==> config.mk <==
export PLATFORM = sky130hd
export DESIGN_NAME = ip2_test3_sweep_ctrl
export DESIGN_NICKNAME = d
export VERILOG_FILES = /design/src/rtl/ip2_test3_sweep_ctrl_pkg.sv /design/src/rtl/ip2_sweep_fifo.sv /design/src/rtl/ip2_test3_sweep_ctrl.sv
export SDC_FILE = /design/constraint.sdc
export NUM_CORES = 1
export LEC_CHECK = 0
export CAP_MARGIN = 20
export CORE_AREA = 3 3 195 197
export DETAILED_ROUTE_END_ITERATION = 16
export DIE_AREA = 0 0 198 200
export GPL_TIMING_DRIVEN = 0
export PLACE_DENSITY = 0.79
export SYNTH_ARGS = -nofsm -noshare
export SYNTH_HDL_FRONTEND = slang
export SYNTH_SLANG_ARGS = --single-unit
==> constraint.sdc <==
create_clock -name clk -period 4.6 [get_ports clk]
set_input_delay 0.92 -clock clk [delete_from_list [all_inputs] [get_ports clk]]
set_output_delay 0.92 -clock clk [all_outputs]
set_load 0.02 [all_outputs]
==> src/rtl/ip2_test3_sweep_ctrl_pkg.sv <==
// Shared types for the IP2 test3 phase-sweep sequencer.
package cms_pix28_package;

  typedef enum logic [2:0] {
    IDLE_IP2_T3S,
    LAUNCH_IP2_T3S,
    WAIT_DONE_IP2_T3S,
    STORE_IP2_T3S,
    ADVANCE_IP2_T3S,
    FINISH_IP2_T3S
  } state_t_sm_ip2_test3_sweep;

  localparam int unsigned IP2_T3S_DNN_W   = 48;
  localparam int unsigned IP2_T3S_PHASE_W = 6;
  localparam int unsigned IP2_T3S_ITER_W  = 8;
  localparam int unsigned IP2_T3S_ENTRY_W = 110;

  // One captured test3 run as stored in the result FIFO.
  typedef struct packed {
    logic [IP2_T3S_DNN_W-1:0]   dnn_0;
    logic [IP2_T3S_DNN_W-1:0]   dnn_1;
    logic [IP2_T3S_PHASE_W-1:0] phase;
    logic [IP2_T3S_ITER_W-1:0]  iter;
  } ip2_t3s_entry_t;

endpackage

==> src/rtl/ip2_sweep_fifo.sv <==
// First-word fall-through result FIFO; push ignored when full, pop ignored when empty.
module ip2_sweep_fifo #(
  parameter int unsigned WIDTH = 8,
  parameter int unsigned DEPTH = 4,
  localparam int unsigned PTR_W = $clog2(DEPTH),
  localparam int unsigned CNT_W = $clog2(DEPTH) + 1
) (
  input  logic             clk,
  input  logic             reset,
  input  logic             push,
  input  logic [WIDTH-1:0] push_data,
  input  logic             pop,
  output logic [WIDTH-1:0] pop_data,
  output logic             full,
  output logic             empty,
  output logic [CNT_W-1:0] count
);

  logic [WIDTH-1:0] mem [DEPTH];
  logic [PTR_W-1:0] wr_ptr;
  logic [PTR_W-1:0] rd_ptr;
  logic             do_push;
  logic             do_pop;

  assign full     = (count == CNT_W'(DEPTH));
  assign empty    = (count == '0);
  assign do_push  = push && !full;
  assign do_pop   = pop && !empty;
  // Head is masked so the read bus is all-zero while nothing is stored.
  assign pop_data = empty ? '0 : mem[rd_ptr];

  always_ff @(posedge clk) begin
    if (reset) begin
      wr_ptr <= '0;
      rd_ptr <= '0;
      count  <= '0;
    end else begin
      if (do_push) wr_ptr <= wr_ptr + PTR_W'(1);
      if (do_pop)  rd_ptr <= rd_ptr + PTR_W'(1);
      case ({do_push, do_pop})
        2'b10:   count <= count + CNT_W'(1);
        2'b01:   count <= count - CNT_W'(1);
        default: count <= count;
      endcase
    end
  end

  always_ff @(posedge clk) begin
    if (do_push) mem[wr_ptr] <= push_data;
  end

endmodule

==> src/rtl/ip2_test3_sweep_ctrl.sv <==
// Sweeps the test3 trigger-out phase, launching one acquisition per step and
// queueing every captured dnn_output pair for readout.
module ip2_test3_sweep_ctrl
  import cms_pix28_package::*;
#(
  parameter int unsigned FIFO_DEPTH     = 4,
  parameter int unsigned TIMEOUT_CYCLES = 4096
) (
  input  logic        clk,
  input  logic        reset,
  input  logic        enable,
  input  logic        sweep_start,
  input  logic        sweep_abort,
  input  logic [5:0]  cfg_phase_start,
  input  logic [5:0]  cfg_phase_stop,
  input  logic [5:0]  cfg_phase_step,
  input  logic [7:0]  cfg_repeat,
  input  logic        test3_status_done,
  input  logic [47:0] test3_dnn_output_0,
  input  logic [47:0] test3_dnn_output_1,
  output logic        o_test_start_re,
  output logic [5:0]  o_test_trig_out_phase,
  output logic        rd_valid,
  input  logic        rd_ready,
  output logic [47:0] rd_dnn_0,
  output logic [47:0] rd_dnn_1,
  output logic [5:0]  rd_phase,
  output logic [7:0]  rd_iter,
  output logic        o_busy,
  output logic        o_done,
  output logic        o_timeout_err,
  output logic        o_cfg_err
);

  localparam int unsigned TMO_W = $clog2(TIMEOUT_CYCLES) + 1;
  localparam int unsigned CNT_W = $clog2(FIFO_DEPTH) + 1;

  state_t_sm_ip2_test3_sweep state, state_d;

  logic              srst;
  logic [5:0]        phase, phase_d;
  logic [7:0]        iter, iter_d;
  logic [5:0]        cfg_stop, cfg_stop_d;
  logic [5:0]        cfg_step, cfg_step_d;
  logic [7:0]        cfg_rep, cfg_rep_d;
  logic [TMO_W-1:0]  tmo_cnt, tmo_cnt_d;
  logic              done_prev;
  logic              start_re_d;
  logic              done_d;
  logic              tmo_err_d;
  logic              cfg_err_d;
  logic [6:0]        next_phase;
  logic [8:0]        iter_inc;
  logic              push;
  logic              fifo_full;
  logic              fifo_empty;
  logic [CNT_W-1:0]  fifo_count;
  ip2_t3s_entry_t    push_entry;
  ip2_t3s_entry_t    pop_entry;

  assign srst = reset || !enable;

  // Next-state and datapath update.
  always_comb begin
    state_d    = state;
    phase_d    = phase;
    iter_d     = iter;
    cfg_stop_d = cfg_stop;
    cfg_step_d = cfg_step;
    cfg_rep_d  = cfg_rep;
    tmo_cnt_d  = tmo_cnt;
    start_re_d = 1'b0;
    done_d     = o_done;
    tmo_err_d  = o_timeout_err;
    cfg_err_d  = o_cfg_err;
    push       = 1'b0;
    iter_inc   = {1'b0, iter} + 9'd1;
    next_phase = {1'b0, phase} + {1'b0, cfg_step};

    unique case (state)
      IDLE_IP2_T3S: begin
        if (sweep_start) begin
          done_d     = 1'b0;
          tmo_err_d  = 1'b0;
          cfg_err_d  = 1'b0;
          cfg_stop_d = cfg_phase_stop;
          cfg_step_d = (cfg_phase_step == 6'd0) ? 6'd1 : cfg_phase_step;
          cfg_rep_d  = (cfg_repeat == 8'd0) ? 8'd1 : cfg_repeat;
          if (cfg_phase_start > cfg_phase_stop) begin
            cfg_err_d = 1'b1;
            state_d   = FINISH_IP2_T3S;
          end else begin
            phase_d = cfg_phase_start;
            iter_d  = 8'd0;
            state_d = LAUNCH_IP2_T3S;
          end
        end
      end
      LAUNCH_IP2_T3S: begin
        if (fifo_count != CNT_W'(FIFO_DEPTH)) begin
          start_re_d = 1'b1;
          tmo_cnt_d  = '0;
          state_d    = WAIT_DONE_IP2_T3S;
        end
      end
      WAIT_DONE_IP2_T3S: begin
        if (test3_status_done && !done_prev) begin
          state_d = STORE_IP2_T3S;
        end else if (tmo_cnt == TMO_W'(TIMEOUT_CYCLES - 1)) begin
          tmo_err_d = 1'b1;
          state_d   = FINISH_IP2_T3S;
        end else begin
          tmo_cnt_d = tmo_cnt + TMO_W'(1);
        end
      end
      STORE_IP2_T3S: begin
        push    = !fifo_full;
        state_d = ADVANCE_IP2_T3S;
      end
      ADVANCE_IP2_T3S: begin
        if (iter_inc < {1'b0, cfg_rep}) begin
          iter_d  = iter + 8'd1;
          state_d = LAUNCH_IP2_T3S;
        end else begin
          iter_d = 8'd0;
          if ((next_phase > {1'b0, cfg_stop}) || (next_phase > 7'd63)) begin
            state_d = FINISH_IP2_T3S;
          end else begin
            phase_d = next_phase[5:0];
            state_d = LAUNCH_IP2_T3S;
          end
        end
      end
      FINISH_IP2_T3S: begin
        done_d  = 1'b1;
        state_d = IDLE_IP2_T3S;
      end
      default: state_d = IDLE_IP2_T3S;
    endcase

    // Abort overrides any launch decided this cycle; a STORE push still lands.
    if (sweep_abort && (state inside {LAUNCH_IP2_T3S, WAIT_DONE_IP2_T3S,
                                      STORE_IP2_T3S, ADVANCE_IP2_T3S})) begin
      state_d    = FINISH_IP2_T3S;
      start_re_d = 1'b0;
    end
  end

  always_ff @(posedge clk) begin
    if (srst) begin
      state                 <= IDLE_IP2_T3S;
      phase                 <= '0;
      iter                  <= '0;
      cfg_stop              <= '0;
      cfg_step              <= '0;
      cfg_rep               <= '0;
      tmo_cnt               <= '0;
      done_prev             <= 1'b0;
      o_test_start_re       <= 1'b0;
      o_test_trig_out_phase <= '0;
      o_busy                <= 1'b0;
      o_done                <= 1'b0;
      o_timeout_err         <= 1'b0;
      o_cfg_err             <= 1'b0;
    end else begin
      state                 <= state_d;
      phase                 <= phase_d;
      iter                  <= iter_d;
      cfg_stop              <= cfg_stop_d;
      cfg_step              <= cfg_step_d;
      cfg_rep               <= cfg_rep_d;
      tmo_cnt               <= tmo_cnt_d;
      done_prev             <= test3_status_done;
      o_test_start_re       <= start_re_d;
      o_test_trig_out_phase <= phase_d;
      o_busy                <= (state_d != IDLE_IP2_T3S);
      o_done                <= done_d;
      o_timeout_err         <= tmo_err_d;
      o_cfg_err             <= cfg_err_d;
    end
  end

  always_comb begin
    push_entry       = '0;
    push_entry.dnn_0 = test3_dnn_output_0;
    push_entry.dnn_1 = test3_dnn_output_1;
    push_entry.phase = phase;
    push_entry.iter  = iter;
  end

  ip2_sweep_fifo #(
    .WIDTH (IP2_T3S_ENTRY_W),
    .DEPTH (FIFO_DEPTH)
  ) u_fifo (
    .clk       (clk),
    .reset     (srst),
    .push      (push),
    .push_data (push_entry),
    .pop       (rd_ready),
    .pop_data  (pop_entry),
    .full      (fifo_full),
    .empty     (fifo_empty),
    .count     (fifo_count)
  );

  assign rd_valid = !fifo_empty;
  assign rd_dnn_0 = pop_entry.dnn_0;
  assign rd_dnn_1 = pop_entry.dnn_1;
  assign rd_phase = pop_entry.phase;
  assign rd_iter  = pop_entry.iter;

endmodule

==> run_results.csv, run 1 <==
group,metric,value,unit
run_status,status,"complete, no violations",
placed_design,port_buffers,250,
placed_design,dp_hpwl,27.2,mm
synth,synthAdderAreaFrac,2.18,%
synth,syn_area_per_cell,17.6,um^2
placed_design,place_inst,1872,
global_routing,antenna_found_initial,3,
timing,slew_violations,0,
floorplan,start_util,55.5,%
synth,synth_nets,1311,
pwr,power.leakage,8.09,nW
timing,hold_viol,0,
setup_path,worstPathRequired,3680,ps
cts,ctsHoldBuffers,0,
setup_path,endpoint_kind,"output port",
global_routing,grtUsageTotal,21.2,%
detailed_routing,dr.first_iter.drc_count,510,
synth,synthMuxAreaShare,12.5,%
synth,syn_area,0.0202,mm^2
synth,ys_ff_latch,505,
synth,post-synth-top-count-cell,"edfxtp_1",
timing,setup_tns,0,ps
synth,synth_edf_count,440,
cts,worstSkewPairLatency,560,ps
cts,htreeDepth,2,
cells_and_area,nets,1619,
timing,setup_viol,0,
cts,path_clk_slew,60,ps
timing,max_freq,234,MHz
cts,cts_resized,0,
pwr,power_density,366,mW/mm^2
timing,slew_headroom,32.6,%
setup_path,crit_fanout,10,
timing,tightest_slew,1010,ps
floorplan,ios,251,
detailed_routing,dr_total_vias,11000,
pwr,power.switching,0.00177,W
pwr,seqPwrFrac,54.4,%
pwr,power.total,0.00918,W
setup_path,path_class,"reg2out",
cts,cts_buffer_depth,3,
timing,rsz0062_at_grt,"no",
synth,synthTopCellsByCount,"440 x edfxtp_1, 121 x and2_1, 110 x mux4_2",
synth,synth_compound_area_share,2.80,%
worst_hold_path,hp-class,"reg2reg",
global_routing,grt_overflow,0,
timing,holdWs,452,ps
pwr,internal_power,0.00741,W
synth,synthCells,1148,
detailed_routing,wl_per_cell,21.1,um
synth,synth-xor-area-share,0.909,%
synth,synth_simple_gate_area_share,8.02,%
cells_and_area,layout.cells.non_filler,1964,
cts,post_cts_buffers,0,
synth,synth_top_family_by_area,"multiplexers",
placed_design,gp_congestion,0.875,
cts,clock_sinks,505,
cells_and_area,synthToLayoutAreaGrowth,23.9,%
synth,synth_top_area_share,65.3,%
synth,ys.flop_type,"edfxtp_1",
synth,yosys.cell_types.count,57,
synth,synth_top_area_cell,"edfxtp_1",
pwr,peakVddDrop,256,uV
global_routing,grt_pass1_wl,64.2,mm
detailed_routing,wl,41.5,mm
timing,skew,12.1,ps
synth,async_flop_share,0,%
floorplan,die_h,200,um
setup_path,crit_arrival,3350,ps
pwr,clockPowerShare,42.1,%
cells_and_area,num-fill-cells,2403,
detailed_routing,viasPerCell,5.61,
cells_and_area,drive_above_1_share,15.1,%
global_routing,grt_max_degree,59,
floorplan,die-area,0.0396,mm^2
synth,yosys_warnings,0,
pwr,swShare,19.3,%
synth,yosys-top-cells-area,"edfxtp_1 65%, mux4_2 12%, dfxtp_1 6.4%",
global_routing,grt_pass1_vias,11500,
detailed_routing,final_antenna_net_count,0,
cts,cts_tree,"done",
timing,post-route-period-util,92.8,%
cts,cts-buffers-inserted,50,
timing,fin_crit,4270,ps
detailed_routing,dr.pass1.iters,5,
floorplan,rows,70,
detailed_routing,drc,0,
pwr,p_comb_share,3.5,%
setup_path,startpoint_type,"flip-flop",
cts,root_buffer,"clkbuf_16",
floorplan,dieWidth,198,um
floorplan,core_area,0.0364,mm^2
synth,ys_seq_area_share,71.8,%
job,cap_violations,0,
## worst paths after layout
check | to | from | slack, ps | depth (start not counted)
worst min register to register | cfg_rep[7]$_SDFFE_PP0P_ | cfg_rep[7]$_SDFFE_PP0P_ | 450 | 2
worst max-delay path | rd_dnn_1[2] | u_fifo.count[0]$_SDFFE_PP0P_ | 330 | 5
worst min-delay path | cfg_rep[7]$_SDFFE_PP0P_ | cfg_rep[7]$_SDFFE_PP0P_ | 450 | 2
worst max register to register | iter[2]$_SDFFE_PP0P_ | iter[0]$_SDFFE_PP0P_ | 1340 | 11
## routing by layer
layer / vias up / part of all wire, % / track usage, %
met3: 77 / 7.0 / 4.97
met4: 4 / 2.6 / 6.40
met1: 5515 / 41 / 27.8
li1: 5064 / - / -
met2: 364 / 50 / 36.1
met5: - / 0.065 / 0
## cell type report
class / count / area [um^2] / share of cell area (%)
Antenna cell: 1 / 2.50 / 0.00999
Buffer: 52 / 229 / 0.914
Clock buffer: 71 / 1390 / 5.55
Clock inverter: 20 / 178 / 0.709
Inverter: 36 / 135 / 0.539
Multi-Input combinational cell: 555 / 5360 / 21.4
Sequential cell: 505 / 14500 / 57.9
Tap cell: 468 / 586 / 2.34
Timing Repair Buffer: 256 / 2670 / 10.6
## critical path: stages (launching register included)
cell and delay [ps]:
dfxtp_1 390, or3_1 190, clkbuf_1 770, clkbuf_1 510, and2_1 290, clkdlybuf4s50_1 630
## layout by cell type (no fill, tap or decap), drive strengths merged, types with 4 or more instances in the layout
cell type / instances
edfxtp: 440
clkdlybuf4s50: 250
and2: 121
mux4: 110
clkbuf: 99
dfxtp: 65
nand2: 58
a21oi: 44
nor2: 41
inv: 37
ha: 32
buf: 30
nor3: 16
xnor2: 15
clkinv: 14
nand3: 13
o21ai: 13
a211oi: 7
xor2: 6
nor2b: 6
mux2i: 6
or2: 6
a21o: 5
or3: 4
and3: 4
nand2b: 4
nand3b: 4
o31ai: 4
nor4: 4
## logic make-up after synthesis
kind of cell / after synthesis
mux: 116
simple gates: 294
fa+ha+maj: 34
flops: 505
compound gates: 90
xor+xnor: 21
buf+inv: 88
## power by group through the flow
| stage | logic, W | registers (W) | clock network, W |
|---|---|---|---|
| floorplan | 0.000118 | 0.00509 | 0 |
| global placement | 0.000304 | 0.00509 | 0 |
| detailed placement | 0.000315 | 0.00509 | 0 |
| CTS | 0.000317 | 0.00499 | 0.00396 |
| global route | 0.000350 | 0.00499 | 0.00414 |
| finish | 0.000318 | 0.00499 | 0.00387 |
## registers in the layout, summed over array words and instances (netlist names), 2 cells and up, named ones only
name and count:
cfg_rep 8, cfg_step 6, cfg_stop 6, iter 8, phase 6, state 3
tmo_cnt 13, u_fifo.count 3, u_fifo.mem 440, u_fifo.rd_ptr 2, u_fifo.wr_ptr 2
## stage by stage
step	area [um^2]	utilization (%)	setup slack [ps]
finish	25100	68.8	332
global route	25100	68.8	178
CTS	25100	68.8	213
floorplan	20200	-	653
detailed placement	23500	64.5	797
global placement	23300	64.0	-1550
Note: power is estimated with default switching activity, not from simulation.
==> run 2: changes to the inputs <==
--- a/config.mk
+++ b/config.mk
@@ -9,7 +9,6 @@
 export CORE_AREA = 3 3 195 197
 export DETAILED_ROUTE_END_ITERATION = 16
 export DIE_AREA = 0 0 198 200
-export GPL_TIMING_DRIVEN = 0
 export PLACE_DENSITY = 0.79
 export SYNTH_ARGS = -nofsm -noshare
 export SYNTH_HDL_FRONTEND = slang
==> run_results.csv, run 2 (synthesis results as in run 1) <==
group,metric,value,unit
cts,root_buffer,"clkbuf_16",
global_routing,grt_pass1_vias,11300,
cells_and_area,reg_top3,"u_fifo.mem (440), tmo_cnt (13)",
detailed_routing,wl,40.5,mm
cts,worstSkewPairLatency,550,ps
detailed_routing,viasPerCell,5.60,
floorplan,start_util,55.5,%
setup_path,crit_fanout,60,
setup_path,path_class,"reg2out",
detailed_routing,final_antenna_net_count,0,
pwr,power.switching,0.00177,W
setup_path,endpoint_kind,"output port",
cts,htreeDepth,2,
cts,cts_tree,"done",
cells_and_area,mostFrequentLayoutCells,"440 x edfxtp_1, 250 x clkdlybuf4s50_1, 117 x and2_1",
setup_path,crit_arrival,2990,ps
timing,slew_violations,0,
setup_path,worstRegToRegCells,12,
pwr,seqPwrFrac,54.1,%
detailed_routing,dr_total_vias,10800,
cts,cts_buffer_depth,3,
pwr,peakVddDrop,228,uV
cts,ctsHoldBuffers,0,
detailed_routing,dr.first_iter.drc_count,591,
cells_and_area,final_util,68.4,%
cts,path_clk_slew,60,ps
job,cap_violations,0,
cells_and_area,top_register,"u_fifo.mem",
floorplan,die-area,0.0396,mm^2
global_routing,grt_overflow,0,
detailed_routing,dr.pass1.iters,5,
floorplan,core_area,0.0364,mm^2
cts,cts-buffers-inserted,50,
cells_and_area,drive_above_1_share,15.2,%
timing,post-route-period-util,85.1,%
timing,fin_ws,687,ps
worst_hold_path,holdPathStages,2,
pwr,clockPowerShare,42.6,%
cells_and_area,synthToLayoutAreaGrowth,23.3,%
timing,setup_viol,0,
pwr,p_comb_share,3.3,%
floorplan,dieWidth,198,um
timing,holdWs,454,ps
setup_path,worstPathRequired,3680,ps
timing,tightest_slew,830,ps
cells_and_area,final_common_cell,"edfxtp_1",
worst_hold_path,hp-class,"reg2reg",
global_routing,grt_max_degree,111,
cts,clock_sinks,505,
global_routing,grtUsageTotal,20.5,%
pwr,power_density,370,mW/mm^2
floorplan,ios,251,
timing,rsz0062_at_grt,"no",
cts,post_cts_buffers,0,
timing,skew,8.23,ps
placed_design,port_buffers,250,
timing,fin_crit,3910,ps
timing,max_freq,256,MHz
global_routing,grt_pass1_wl,62.5,mm
placed_design,gp_congestion,0.822,
cells_and_area,largest_reg_flops,440,
detailed_routing,drc,0,
pwr,power.leakage,8.01,nW
global_routing,antenna_found_initial,2,
floorplan,die_h,200,um
placed_design,dp_slack,1250,ps
pwr,swShare,19.2,%
cts,cts_resized,0,
floorplan,rows,70,
placed_design,dp_hpwl,24.9,mm
detailed_routing,wl_per_cell,21.1,um
timing,setup_tns,0,ps
pwr,internal_power,0.00747,W
run_status,status,"complete, no violations",
timing,slew_headroom,44.6,%
timing,hold_viol,0,
cells_and_area,nets,1575,
setup_path,startpoint_type,"flip-flop",
==> run 2: cell count changes in the layout (fill, tap and decap cells not counted), sizes merged <==
cell and delta:
diode +1, clkinv +6, bufinv +1, clkbuf -34
buf -16
==> run 2: worst max-delay path, cell delays in order (launching register included) <==
cell and delay (ps):
dfxtp_4 570, buf_12 440, mux4_2 580, and2_1 210
clkdlybuf4s50_1 540
==> run 2: worst paths after layout <==
path              slack (ps)                       to                    start
setup / recovery         690             rd_dnn_1[10]                flip-flop
hold / removal           450  cfg_rep[3]$_SDFFE_PP0P_  cfg_rep[3]$_SDFFE_PP0P_
setup reg to reg        1350    phase[2]$_SDFFE_PP0P_    phase[0]$_SDFFE_PP0P_
hold reg to reg          450  cfg_rep[3]$_SDFFE_PP0P_  cfg_rep[3]$_SDFFE_PP0P_
==> run 2: per-stage QoR <==
step / total power, W / instance area (um^2) / cells
2_1_floorplan: 0.00521 / 20200 / 1148
3_3_place_gp: 0.00539 / 23300 / 1828
3_5_place_dp: 0.00540 / 23300 / 1828
4_1_cts: 0.00931 / 24900 / 1920
5_1_grt: 0.00952 / 24900 / 1920
6_report: 0.00924 / 24900 / 1922
==> run 2: layer usage <==
metal / up-vias / wire (um) / global-route usage [%]
met5: - / 33 / 0
met3: 60 / 3020 / 5.40
met1: 5435 / 16600 / 27.3
met2: 312 / 20000 / 34.5
met4: 4 / 793 / 4.98
li1: 4957 / - / -
==> run 2: cell type report <==
type                    count  area [um^2]
flip-flops and latches    505        14500
fillers                  2373        11500
multi-input cells         555         5370
repair buffers            264         2710
clock buffers              65         1370
well taps                 468          586
clock inverters            27          241
inverters                  36          135
diodes                      2         5.00
==> run 2: power groups by stage <==
stage	clock network [W]	logic, W	registers (W)
after floorplan	0	0.000118	0.00509
after global placement	0	0.000295	0.00509
after detailed placement	0	0.000305	0.00509
after CTS	0.00401	0.000307	0.00500
after global routing	0.00418	0.000337	0.00500
final	0.00393	0.000307	0.00500
==> run 3: changes to the inputs <==
--- a/config.mk
+++ b/config.mk
@@ -6,10 +6,11 @@
 export NUM_CORES = 1
 export LEC_CHECK = 0
 export CAP_MARGIN = 20
-export CORE_AREA = 3 3 195 197
+export CORE_AREA = 3 3 217 219
 export DETAILED_ROUTE_END_ITERATION = 16
-export DIE_AREA = 0 0 198 200
-export PLACE_DENSITY = 0.79
+export DIE_AREA = 0 0 220 222
+export PLACE_DENSITY = 0.66
 export SYNTH_ARGS = -nofsm -noshare
 export SYNTH_HDL_FRONTEND = slang
 export SYNTH_SLANG_ARGS = --single-unit
+export TNS_END_PERCENT = 30
==> run_results.csv, run 3 (synthesis results as in run 1) <==
group,metric,value,unit
cells_and_area,num-fill-cells,3553,
global_routing,grt_pass1_wl,66.0,mm
global_routing,grt_util_met1,24.2,%
placed_design,place_area,0.0235,mm^2
placed_design,gp_congestion,0.844,
timing,setup_viol,0,
setup_path,r2r-start,"phase[0]$_SDFFE_PP0P_",
global_routing,grtUsageTotal,17.6,%
worst_hold_path,hp-class,"reg2reg",
cts,ctsHoldBuffers,0,
cells_and_area,reg_top3,"u_fifo.mem (440), tmo_cnt (13)",
timing,holdWs,453,ps
timing,skew,10.2,ps
global_routing,use_met2,29.0,%
pwr,internal_power,0.00741,W
cells_and_area,largest_reg_flops,440,
pwr,peakVddDrop,290,uV
detailed_routing,drc,0,
floorplan,die-area,0.0488,mm^2
cells_and_area,drive_above_1_share,15.4,%
run_status,status,"complete, no violations",
setup_path,crit_fanout,72,
cells_and_area,ff_latch_area,0.0145,mm^2
timing,max_freq,266,MHz
detailed_routing,final_antenna_net_count,0,
setup_path,critPathTopFamily,"buffers and inverters",
cts,cts_tree,"done",
timing,setup_tns,0,ps
pwr,swShare,19.7,%
setup_path,crit_chain,"buf_12 > mux4_2 > and2_1 > clkdlybuf4s50_1",
global_routing,busiest_layer,"met2",
cts,root_buffer,"clkbuf_16",
cells_and_area,synthToLayoutAreaGrowth,24.1,%
cts,cts_buffer_depth,3,
global_routing,antenna_found_initial,5,
job,cap_violations,0,
global_routing,grt_pass1_vias,11400,
cts,htreeDepth,2,
cells_and_area,multiInputGateArea,0.00538,mm^2
pwr,power_density,368,mW/mm^2
setup_path,cpMaxStageDelayCell,"mux4_2",
floorplan,die_h,222,um
floorplan,dieWidth,220,um
setup_path,cp.depth,4,
timing,hold_viol,0,
timing,fin_crit,3760,ps
cts,cts-buffers-inserted,51,
pwr,seqPwrFrac,54.1,%
timing,tightest_slew,1040,ps
placed_design,port_buffers,250,
placed_design,dp_hpwl,26.4,mm
global_routing,grt_overflow,0,
global_routing,grt_max_degree,73,
setup_path,worstPathRequired,3680,ps
timing,slew_violations,0,
detailed_routing,dr_total_vias,10900,
detailed_routing,dr.first_iter.drc_count,709,
pwr,clockPowerShare,42.5,%
pwr,p_comb_share,3.3,%
worst_hold_path,hold_path_startpoint,"cfg_rep[7]$_SDFFE_PP0P_",
cts,worstSkewPairLatency,580,ps
setup_path,crit_buf_inv,2,
cells_and_area,final_util,55.4,%
worst_hold_path,holdPathStages,2,
pwr,power.leakage,8.02,nW
setup_path,path_class,"reg2out",
setup_path,startpoint_type,"flip-flop",
timing,fin_ws,844,ps
cells_and_area,nets,1579,
global_routing,gr-usage-met3,3.33,%
detailed_routing,wl_per_cell,20.7,um
cts,cts_resized,0,
floorplan,core_area,0.0453,mm^2
setup_path,crit_arrival,2840,ps
cts,clock_sinks,505,
cells_and_area,final_common_cell,"edfxtp_1",
setup_path,worstRegToRegCells,12,
pwr,power.switching,0.00182,W
floorplan,start_util,44.7,%
detailed_routing,viasPerCell,5.27,
cts,path_clk_slew,60,ps
cts,post_cts_buffers,0,
setup_path,endpoint_kind,"output port",
timing,rsz0062_at_grt,"no",
timing,post-route-period-util,81.6,%
cells_and_area,finalInstanceArea,0.0251,mm^2
cells_and_area,mostFrequentLayoutCells,"440 x edfxtp_1, 250 x clkdlybuf4s50_1, 117 x and2_1",
detailed_routing,wl,42.5,mm
cells_and_area,top_register,"u_fifo.mem",
setup_path,cpPeakStageDelay,580,ps
detailed_routing,dr.pass1.iters,5,
floorplan,rows,78,
timing,slew_headroom,30.7,%
floorplan,ios,251,
placed_design,dp_slack,1330,ps
[run 3: changes by cell type in the layout (fill, tap and decap cells not counted), moves of 2 or more]
cell        delta
buf_4          +4
clkbuf_8       +4
clkbuf_1       +3
clkbuf_16      -2
clkinv_2       +2
clkinv_4       -2
clkinvlp_4     -2
inv_6          +2
[run 3: final timing paths]
| kind | endpoint | slack [ps] |
|---|---|---|
| max reg2reg | phase[3]$_SDFFE_PP0P_ | 1260 |
| max | rd_dnn_0[19] | 840 |
| min reg2reg | cfg_rep[7]$_SDFFE_PP0P_ | 450 |
| min | cfg_rep[7]$_SDFFE_PP0P_ | 450 |
[run 3: cell type report]
| class | count | share of cell area (%) |
|---|---|---|
| multi-input cells | 555 | 21.4 |
| repair buffers | 267 | 10.8 |
| flip-flops and latches | 505 | 57.9 |
| diodes | 1 | 0.00997 |
| inverters | 36 | 0.539 |
| clock buffers | 70 | 5.53 |
| well taps | 600 | 2.99 |
| clock inverters | 25 | 0.808 |
[run 3: tightest hold or removal path: stages (launching register included)]
cell and delay [ps]:
dfxtp_1 310, nand2_1 50, a21oi_1 50
[run 3: layer usage]
layer	part of all wire (%)	vias up	wire length [um]
met5	0.082	-	35
met4	2.0	6	835
met1	43	5523	18200
met3	6.3	68	2680
met2	49	279	20800
li1	-	4976	-
[run 3: per-stage QoR]
stage / std cells / power, W
after detailed placement: 1963 / 0.00540
final: 2059 / 0.00923
after global placement: 1963 / 0.00539
after CTS: 2058 / 0.00936
after global routing: 2058 / 0.00957
after floorplan: 1148 / 0.00521
[run 3: power by group through the flow]
stage / Clock (W) / Combinational, W / Sequential (W)
detailed placement: 0 / 0.000309 / 0.00509
finish: 0.00392 / 0.000309 / 0.00500
floorplan: 0 / 0.000118 / 0.00509
CTS: 0.00406 / 0.000311 / 0.00500
global route: 0.00423 / 0.000342 / 0.00500
global placement: 0 / 0.000300 / 0.00509
